$ cat src/rtl/multicycle_control_unit.sv
// Multi-cycle sequencer for the 8-bit datapath: fetches over req/ack, holds the IR,
// drives one datapath strobe per phase, counts retirements and flags fetch timeouts.
module multicycle_control_unit #(
   parameter int INSTR_W       = 8,
   parameter int CNT_W         = 16,
   parameter int FETCH_TIMEOUT = 15
) (
   input  logic               Clk,
   input  logic               Reset,
   input  logic               Run,
   input  logic               Halt_Req,
   input  logic               Imem_Ack,
   input  logic [INSTR_W-1:0] Imem_Data,
   output logic               Imem_Req,
   output logic [INSTR_W-1:0] Instruction_Code,
   output logic               PCWrite,
   output logic               PCSrc,
   output logic               IRWrite,
   output logic               RegWrite,
   output logic               ALUSrc,
   output logic               ImmSel,
   output logic               Busy,
   output logic               Error,
   output logic [CNT_W-1:0]   Instr_Count,
   output logic [2:0]         State
);

   localparam int WAIT_W = (FETCH_TIMEOUT < 2) ? 1 : $clog2(FETCH_TIMEOUT + 1);
   localparam logic [WAIT_W-1:0] WAIT_LAST = WAIT_W'(FETCH_TIMEOUT - 1);

   typedef enum logic [2:0] {
      IDLE   = 3'd0,
      FETCH  = 3'd1,
      DECODE = 3'd2,
      EXEC   = 3'd3,
      WB     = 3'd4,
      JUMP   = 3'd5,
      ERROR  = 3'd6
   } state_t;

   state_t              state, next_state;
   logic [INSTR_W-1:0]  ir;
   logic [CNT_W-1:0]    count;
   logic [WAIT_W-1:0]   wait_cnt;
   logic                halt_pending;
   logic                retire;

   // Control-state register; IR loads only on an acknowledged fetch.
   always_ff @(posedge Clk) begin
      if (Reset) begin
         state        <= IDLE;
         ir           <= '0;
         count        <= '0;
         wait_cnt     <= '0;
         halt_pending <= 1'b0;
      end else begin
         state <= next_state;
         if (IRWrite)
            ir <= Imem_Data;
         if (retire)
            count <= count + 1'b1;
         // Counter is zero whenever FETCH is entered, since it clears outside FETCH.
         if (state == FETCH && !Imem_Ack)
            wait_cnt <= wait_cnt + 1'b1;
         else
            wait_cnt <= '0;
         if (next_state == IDLE)
            halt_pending <= 1'b0;
         else if (Busy && Halt_Req)
            halt_pending <= 1'b1;
      end
   end

   always_comb begin
      next_state = state;
      Imem_Req   = 1'b0;
      PCWrite    = 1'b0;
      PCSrc      = 1'b0;
      IRWrite    = 1'b0;
      RegWrite   = 1'b0;
      ALUSrc     = 1'b0;
      ImmSel     = 1'b0;
      retire     = 1'b0;
      case (state)
         IDLE: begin
            if (Run)
               next_state = FETCH;
         end
         FETCH: begin
            Imem_Req = 1'b1;
            if (Imem_Ack) begin
               IRWrite    = 1'b1;
               PCWrite    = 1'b1;
               next_state = DECODE;
            end else if (wait_cnt == WAIT_LAST) begin
               next_state = ERROR;
            end
         end
         DECODE: begin
            ImmSel     = ir[7];
            next_state = ir[7] ? JUMP : EXEC;
         end
         EXEC: begin
            ALUSrc     = ir[6];
            next_state = WB;
         end
         WB: begin
            RegWrite   = 1'b1;
            ALUSrc     = ir[6];
            retire     = 1'b1;
            next_state = (halt_pending || Halt_Req) ? IDLE : FETCH;
         end
         JUMP: begin
            // PC already holds PC+1 from FETCH; the datapath adds the jump offset.
            PCWrite    = 1'b1;
            PCSrc      = 1'b1;
            ImmSel     = 1'b1;
            retire     = 1'b1;
            next_state = (halt_pending || Halt_Req) ? IDLE : FETCH;
         end
         ERROR: begin
            next_state = ERROR;
         end
         default: begin
            next_state = IDLE;
         end
      endcase
   end

   assign Busy             = (state != IDLE) && (state != ERROR);
   assign Error            = (state == ERROR);
   assign Instruction_Code = ir;
   assign Instr_Count      = count;
   assign State            = state;

endmodule
$ cat config.mk
export PLATFORM = sky130hd
export DESIGN_NAME = multicycle_control_unit
export DESIGN_NICKNAME = d
export VERILOG_FILES = /design/src/rtl/multicycle_control_unit.sv
export SDC_FILE = /design/constraint.sdc
export NUM_CORES = 1
export LEC_CHECK = 0
export CAP_MARGIN = 20
export CELL_PAD_IN_SITES_DETAIL_PLACEMENT = 0
export CELL_PAD_IN_SITES_GLOBAL_PLACEMENT = 1
export CORE_AREA = 2 2 61 92
export CTS_CLUSTER_DIAMETER = 100
export DETAILED_ROUTE_END_ITERATION = 8
export DIE_AREA = 0 0 63 94
export HOLD_SLACK_MARGIN = 0.12
export PLACE_DENSITY_LB_ADDON = 0.25
export SYNTH_ARGS = -nofsm -noshare
export SYNTH_HDL_FRONTEND = slang
export SYNTH_SLANG_ARGS = --single-unit
$ cat constraint.sdc
create_clock -name Clk -period 1.3 [get_ports Clk]
set_input_delay 0.26 -clock Clk [delete_from_list [all_inputs] [get_ports Clk]]
set_output_delay 0.26 -clock Clk [all_outputs]
set_load 0.03 [all_outputs]
==> results, run 1 <==
- Compared with the post-synthesis result, the final layout area differs by 88.8%.
- In the final layout, the multi-input gates occupy 952 um2.
- The post-route minimum period is 1.57 ns.
- The type of the worst setup path is reg -> reg.
- The remaining design rule violation count is 0.
- The worst register-to-register path has a depth of 5.
- The clock network burns about two fifths of the power.
- The instance count along the most critical hold path is 3.
- The first-pass GRT wire length is 6310 um.
- The most used flip-flop cell after synthesis is dfxtp_1.
- The total area of sequential cells is 691 um2.
- In this run the number of H-tree levels came out at 2.
- The number of hold violations in the final report is 0.
- The worst path arrival time is around 1.8 ns.
- The maximum number of buffers from clock root to sink is 2.
- The number of CTS-inserted buffers is 5.
- For this run, the total global-route usage over all layers was measured as between 10% and 20%.
- STA puts the critical path data required time at 1.52 ns.
- Based on the critical path, the design can be clocked at up to 637 MHz.
- The average size of a mapped cell is 8.45 um2.
- The die is 94 um tall.
- Routability-driven placement finished with a final weighted congestion of 0.717.
- Counting flops and latches in the post-synthesis netlist gives 32.
- The worst-case setup slack after placement is -0.403 ns.
- The cell taking the most area after synthesis is dfxtp_1.
- The CTS clock-pin slew for the worst setup and hold paths is 0.07 ns.
- STA classifies the critical path startpoint as a register.
- Row generation in the floorplan step produced 32 rows.
- The number of sinks driven by the clock tree is 32.
- The DRC marker count from the first detailed-route iteration is 49.
- The share of the yosys chip area belonging to registers is around 44%.
- The clock tree skew after final layout is 0.00608 ns.
- The internal power of the cells is between 0.0015 and 0.002 W.
- Detailed routing inserted a total of 1519 vias.
- The number of enable-type register cells in the synthesized netlist is 0.
- The switching share of total power is about a quarter.
- The top-level I/O count is 49.
- The filler cells instantiated in the layout total about 500.
- The power per unit of standard cell area is around 850 nW/um2.
- The width of the chip is 63 um.
- The type of the worst min-delay path is in -> reg.
- The final period utilization is 121%.
- The initial utilization of the core area, before any placement, comes to 28.4%.
- The max-slew violation total from the final report was 0.
- After synthesis, the cell types taking the most area are dfxtp_1 (44%), xor2_1 (6.1%), a21oi_1 (5.9%).
- The finished layout holds between 300 and 400 standard cells, fillers aside.
- The number of global-route vias before repair is 1410.
- For this run, the number of Yosys warnings is 0.
- The worst slew margin relative to its limit is 77.9%.
- The port buffer count is 48.
- The worst path setup slack after routing is -0.270 ns.
- The die covers slightly below 6000 um2.
- The routed wire length is 3920 um.
- The floorplan core area is 5080 um2.
- The tightest hold path in the finished design has a slack of 0.440 ns.
- In this run, distinct cell masters in the synthesized netlist total 38.
- The standby leakage power is ~1.1 nW.
- Across all register-to-register paths, the minimum setup slack is -0.27 ns.
- The combined area of all synthesized cells is 1450 um2.
- In this run the clock root is driven by a clkbuf_8.
- Of the post-synthesis cell area, the dominant cell type holds between 40% and 50%.
- The half-perimeter wire length after detailed placement is 2830 um.
- In this run, placement finished with an instance count of ~320.
- The flow ran to the end, but the final reports show violations.
- For the pin with the worst max-slew slack, the measured transition is 0.328 ns.
- Summed over all nets, the switching power comes to between 0.0005 and 0.0006 W.
- Dividing the detail-routed via count by the number of cells gives 4.56.
- The largest vdd supply drop is 0.791 mV.
- The launch instance of the worst register-to-register path is State[1]$_SDFF_PP0_.
- The number of hold-repair buffers added at the cts stage is 0.
- The hold path endpoint is State[0]$_SDFF_PP0_.
- The type of element capturing the critical path is a register.
- The number of max-cap violations is 0.
- The first TritonRoute pass finished after 4 iterations.
- When the netlist entered floorplanning its net count stood at 187.
- Of the total power, combinational logic draws 16.8%.
- The maximum fanout along the worst path is 8.
- The checks that failed: negative setup slack.
- Counting flops with an async set or reset pin after synthesis yields a share of 0%.
- The clock latency at the later pin of the worst-skew pair is between 0.2 and 0.3 ns.
- The number of antenna violations at the first check in global routing was 0.
- The detail route stage leaves a number of antenna-violating nets equal to 0.
- Overall power consumption after layout is estimated at 0.00232 W.
- In the final routed layout, each cell accounts on average for roughly 12 um.
- The share of cells above drive strength 1 is 52.8%.
- The startpoint identified for the worst hold timing path is Imem_Ack.
- The pin count of the biggest net entering global routing is 19.
- TritonCTS built the clock tree.
- The count of nets after finishing is 280.
- The most used standard cell by instance count after synthesis is dfxtp_1.
- The share of power burned in registers is 42.9%.
- The number of cells produced by synthesis is between 150 and 200.
- Setup repair after global routing could not meet its margin everywhere.
- By count the netlist is led by dfxtp_1 (32), nand2_1 (22), nor2_1 (21).
- The antenna diode count is 0.
- The setup-violating endpoint count in the final report is 29.
- For this run the aggregate overflow at the end of global routing stands at 0.
- The endpoint identified for the worst register-to-register timing path is Instr_Count[15]$_SDFFE_PP0P_.
## layer usage
metal / global-route usage [%] / up-vias / routed length [um]
met5: 0 / - / 0
met4: 5.00 / 0 / 59
met3: 3.72 / 7 / 167
met2: 24.7 / 34 / 2120
met1: 14.9 / 708 / 1570
li1: - / 770 / -
## registers in the layout, indices dropped and copies added (netlist names)
signal,cells
Instr_Count,16
Instruction_Code,8
wait_cnt,4
State,3
halt_pending,1
## cell usage in the layout (no fill, tap or decap), drive strengths merged
| master | n |
|---|---|
| a21oi | 17 |
| a311oi | 1 |
| and2 | 2 |
| and3 | 1 |
| and3b | 1 |
| and4 | 2 |
| and4b | 1 |
| buf | 71 |
| bufinv | 1 |
| clkbuf | 7 |
| clkdlybuf4s15 | 9 |
| clkdlybuf4s50 | 11 |
| clkinv | 2 |
| dfxtp | 32 |
| dlygate4sd2 | 2 |
| dlymetal6s2s | 1 |
| ha | 3 |
| inv | 4 |
| mux2i | 1 |
| nand2 | 22 |
| nand2b | 3 |
| nand3 | 6 |
| nand3b | 1 |
| nand4 | 6 |
| nor2 | 21 |
| nor2b | 4 |
| nor3 | 2 |
| nor3b | 1 |
| o211a | 1 |
| o21ai | 7 |
| o21bai | 1 |
| o311ai | 1 |
| o31ai | 1 |
| or3 | 4 |
| or3b | 1 |
| or4 | 1 |
| xnor2 | 3 |
| xor2 | 10 |
## power by group through the flow
| stage | combinational [W] | sequential [W] | clock, W |
|---|---|---|---|
| floorplan | 0.000142 | 0.00105 | 0 |
| global placement | 0.000312 | 0.00101 | 0 |
| detailed placement | 0.000311 | 0.00101 | 0 |
| CTS | 0.000366 | 0.000994 | 0.000967 |
| global route | 0.000417 | 0.000997 | 0.00101 |
| finish | 0.000388 | 0.000994 | 0.000934 |
## through the flow
stage / setup TNS [ns] / util, % / area (um2)
floorplan: -4.25 / - / 1600
global placement: -3.19 / 45.6 / 2320
detailed placement: -3.41 / 45.6 / 2320
CTS: -3.04 / 50.8 / 2580
global route: -5.31 / 53.7 / 2730
finish: -3.10 / 53.7 / 2730
## cell type report
type	count	share of cell area [%]
multi-input cells	125	34.9
repair buffers	95	31.8
flip-flops and latches	32	25.3
well taps	68	3.12
clock buffers	6	2.66
clock inverters	2	1.28
inverters	5	0.963
## how the worst max path moves through the flow
| stage | start | to | slack [ns] |
|---|---|---|---|
| after detailed placement | State[2]$_SDFF_PP0_ | Busy | -0.40 |
| after global routing | State[1]$_SDFF_PP0_ | IRWrite | -0.32 |
| after global placement | State[2]$_SDFF_PP0_ | Busy | -0.40 |
| final | State[1]$_SDFF_PP0_ | Instr_Count[15]$_SDFFE_PP0P_ | -0.27 |
| after CTS | State[2]$_SDFF_PP0_ | ALUSrc | -0.26 |
| after floorplan | State[0]$_SDFF_PP0_ | IRWrite | -0.28 |
## cell families (layout without fill, tap and decap cells)
group           count (synthesis)  after routing  share of synthesized area, %
buf+inv                        14            108                          4.59
fa+ha+maj                       3              3                          2.60
compound gates                 29             29                          11.3
xor+xnor                       13             13                          7.88
simple gates                   79             79                          28.7
mux                             1              1                         0.693
flops                          32             32                          44.3
## critical path: stages (launching register included)
cell and delay (ns):
dfxtp_4 0.36, buf_6 0.14, and4b_2 0.32, nand3_4 0.09
or4_4 0.48, a21oi_2 0.12
## timing repair
| item | CTS | global route |
|---|---|---|
| pin swaps | 17 | 18 |
| resized for setup | 62 | 55 |
| endpoints found under the hold margin | 0 | 0 |
| gates cloned | 1 | 0 |
| setup buffers | 5 | 4 |
| endpoints found under the setup margin | 41 | 50 |
Note: power is estimated with default switching activity, not from simulation.
==> inputs of run 2 (changes only) <==
--- a/config.mk
+++ b/config.mk
@@ -5,13 +5,14 @@
 export SDC_FILE = /design/constraint.sdc
 export NUM_CORES = 1
 export LEC_CHECK = 0
+export ABC_AREA = 1
 export CAP_MARGIN = 20
 export CELL_PAD_IN_SITES_DETAIL_PLACEMENT = 0
 export CELL_PAD_IN_SITES_GLOBAL_PLACEMENT = 1
-export CORE_AREA = 2 2 61 92
+export CORE_AREA = 2 2 63 94
 export CTS_CLUSTER_DIAMETER = 100
 export DETAILED_ROUTE_END_ITERATION = 8
-export DIE_AREA = 0 0 63 94
+export DIE_AREA = 0 0 65 96
 export HOLD_SLACK_MARGIN = 0.12
 export PLACE_DENSITY_LB_ADDON = 0.25
 export SYNTH_ARGS = -nofsm -noshare
==> run 2 against run 1 <==
  * The run still ends with negative setup slack left
  * Routed wire length is 11% higher
  * Non-clock buffer count is 8 lower
  * Global-route usage is 1.0 points higher
  * Count of clock-buffer cells in the layout is 1 higher
  * Synthesized cell count is 23% higher
  * Sequential share of layout area is 0.88 points lower
  * Critical path type is now reg -> out
  * Critical endpoint is now IRWrite
  * Largest cell class unchanged
  * Largest power group unchanged
==> results, run 2 <==
- The maximum number of buffers from clock root to sink is 2.
- The die is 65 um wide.
- A synthesized cell averages approximately 7.2 um2.
- The total global-route track usage is 14.6%.
- By count the netlist is led by nor2_1 (47), dfxtp_1 (32), nand2_1 (29).
- The internal power of the cells is between 0.0015 and 0.002 W.
- The antenna diode count is 0.
- In this run the worst path has a maximum fanout of 6.
- The type of the worst setup path is reg -> out.
- The post-synthesis cell type count is 32.
- The number of nets in the synthesized netlist is 226.
- The flip-flop and latch count after synthesis is 32.
- The number of iterations in the first detailed-routing pass is 6.
- The detailed router finished its first iteration with a little over 40 violations.
- The mapped netlist covers 1520 um2.
- The buffer and inverter count on the worst path is 3.
- After detailed routing, the average wire length per cell comes to 11.7 um.
- The antenna violation net count after detailed routing is 0.
- Measured against its own limit, the worst slew margin works out to 75.4%.
- The number of cells produced by synthesis is 210.
- The fraction of registers with async set or reset after synthesis is 0%.
- The detail-routed via count per cell is between 4 and 5.
- Clock-pin slew was measured on the worst setup and hold paths at 0.07 ns.
- Prior to clock tree synthesis, the placed netlist has a worst setup slack of -0.153 ns.
- For this design the total switching power over the nets is ~0.0007 W.
- The first global-routing pass estimated ~7000 um of wire.
- The highest-delay cell along the critical path is dfxtp_4.
- Across the run, the number of max-cap violations was 0.
- The floorplan core area is 5410 um2.
- The max-slew violation total from the final report is 0.
- The share of synthesized area in the top cell type comes to 42.1%.
- In this run the tool buffered the top-level ports with 48 buffer cells.
- The clock latency at the later pin of the worst-skew pair is 0.28 ns.
- The share of power burned in registers is 43.8%.
- The number of antenna violations at the first check in global routing is 0.
- The worst-margin pin slew is 0.366 ns.
- The multi-input combinational cells in the finished layout cover a total of 981 um2.
- dfxtp_1 takes more of the synthesized area than any other cell.
- The die covers approximately 6200 um2.
- The layout has roughly 550 filler cells.
- The register with the most flip-flops in the layout has 16 of them.
- The core utilization of the finished layout is 50.9%.
- Hold repair after CTS inserted 0 buffers.
- Dividing the final minimum period by the clock period gives 117%.
- The die is between 90 and 100 um tall.
- The number of hold violations in the final report is 0.
- The worst hold path belongs to the class reg -> reg.
- The standby leakage power is 1.20 nW.
- The clock group share of total power is 30.8%.
- The half-perimeter wire length after detailed placement is approximately 3200 um.
- Among all flip-flop cells after synthesis, the most frequent one is dfxtp_1.
- The routed design has ~4300 um of wire.
- The net count of the finished layout is 316.
- At the end of routability-driven placement, the weighted congestion stood at 0.777.
- Of the total power, combinational logic draws 25.4%.
- The clock tree skew after final layout is 0.00279 ns.
- The cell sitting at the root of the clock tree is a clkbuf_8.
- The CTS tree is built.
- The kind of start point of the critical path is a register.
- The cell family with the largest share of critical-path delay is flip-flops.
- The most common cell in the synthesized netlist is nor2_1.
- The count of standard-cell rows is 33.
- The switching share of total power is 29.8%.
- The checks that failed: negative setup slack.
- Leaving out fill and tap cells, the most frequent cell in the layout is buf_4.
- The setup-violating endpoint count in the final report is 24.
- Setup repair after global routing could not meet its margin everywhere.
- The flow ran to the end, but the final reports show violations.
- The pin count of the biggest net entering global routing is 14.
- After detailed routing, the number of remaining DRC violations is 0.
- STA classifies the critical path endpoint as a primary output.
- The number of global-route vias before repair is 1536.
- The share of the Yosys chip area taken by registers is a little over two fifths.
- The count of vias placed by the detailed router is 1648.
- The effective utilization at floorplan is between 20% and 30%.
- The worst path arrival time is 1.26 ns.
- The number of H-tree branching levels is 2.
- The worst path setup slack after routing is -0.219 ns.
- The clock drives 32 sinks.
- In the final layout, the share of cells above drive strength 1 is approximately 47%.
- Relative to the synthesized area, the layout overhead comes to 81.2%.
- Yosys printed 0 warnings.
- The required time of the worst setup path is 1.04 ns.
- Yosys mapped a number of flops with a built-in enable equal to 0.
- The post-route minimum period is 1.52 ns.
- After global routing the overflow that remains totals 0.
- For this run, the slowest stage of the critical path takes about 0.40 ns.
- The power per unit of standard cell area is 870 nW/um2.
- In the final timing run, aggregate negative setup slack is -1.85 ns.
- Sorting the synthesized cells by area gives the leading types as dfxtp_1 (42%), nor2_1 (12%), nand2_1 (7.2%).
- The worst-case IR drop observed on VDD is about 0.75 mV.
- The total area of sequential cells is 673 um2.
- The number of CTS-inserted buffers is 5.
- On the final layout, the worst hold slack is 0.466 ns.
- 49 I/O pins were placed.
- In the layout the commonest cells are buf_4 (40), nor2_1 (39), nand2_1 (28), buf_6 (25), dfxtp_1 (20).
- The critical path goes through inv_8, nor3_4, nand2_4, clkinv_4, buf_6.
- Timing would allow up to 658 MHz.
- The sum of internal, switching and leakage power is 0.00240 W.
run 2: changes by cell type after synthesis, sizes merged, moves of 6 or more:
| cell | delta |
|---|---|
| nor2 | +31 |
| inv | +18 |
| nand2 | +11 |
| nand3 | +9 |
| o21ai | +8 |
| xor2 | -8 |
| buf | -6 |
run 2: path summary, 6_finish.rpt:
kind | depth (start not counted) | end | from | slack, ns
setup reg to reg | 10 | Instr_Count[14]$_SDFFE_PP0P_ | State[1]$_SDFF_PP0_ | -0.08
hold / removal | 2 | Instr_Count[2]$_SDFFE_PP0P_ | Instr_Count[2]$_SDFFE_PP0P_ | 0.47
setup / recovery | 5 | IRWrite | State[0]$_SDFF_PP0_ | -0.22
hold reg to reg | 2 | Instr_Count[2]$_SDFFE_PP0P_ | Instr_Count[2]$_SDFFE_PP0P_ | 0.47
run 2: power by group through the flow:
stage	registers (W)	logic, W	clock network (W)
after floorplan	0.00112	0.000213	0
after global placement	0.00108	0.000483	0
after detailed placement	0.00108	0.000484	0
after CTS	0.00105	0.000554	0.000764
after global routing	0.00105	0.000656	0.000822
final	0.00105	0.000609	0.000738
run 2: tightest hold or removal path: cells and delay by family, from the launching register on:
kind | cells | cell delay [ns]
buffers and inverters | 1 | 0.05
flip-flops | 1 | 0.34
AO/OA/AOI/OAI | 1 | 0.05
run 2: area by class of cell:
class                   instances  area share [%]
clock buffers                   7            2.77
repair buffers                 87            29.8
inverters                      24            4.00
flip-flops and latches         32            24.4
clock inverters                 1           0.182
multi-input cells             150            35.6
well taps                      70            3.18
run 2: layer usage:
metal / global-route usage [%] / part of all wire [%]
met5: 0 / 0
met4: 6.38 / 1.9
met3: 3.27 / 3.9
met2: 26.6 / 54
met1: 16.0 / 40
run 2: kinds of logic (layout without fill, tap and decap cells):
family          count (synthesis)  after routing  share of synthesized area (%)
compound gates                 33             33                           11.5
simple gates                  111            111                           34.9
flops                          32             32                           42.1
fa+ha+maj                       3              3                           2.47
buf+inv                        28            119                           7.24
xor+xnor                        3              3                           1.73
run 2: through the flow:
step           cells  cell area, um2
2_1_floorplan    210            1620
3_3_place_gp     348            2310
3_5_place_dp     348            2310
4_1_cts          364            2560
5_1_grt          371            2760
6_report         371            2760
run 2: what timing repair did:
item                                    CTS  global route
endpoints found under the setup margin   16            37
gates resized for setup                  38            46
pin swaps                                 8            21
buffers inserted                          8             9
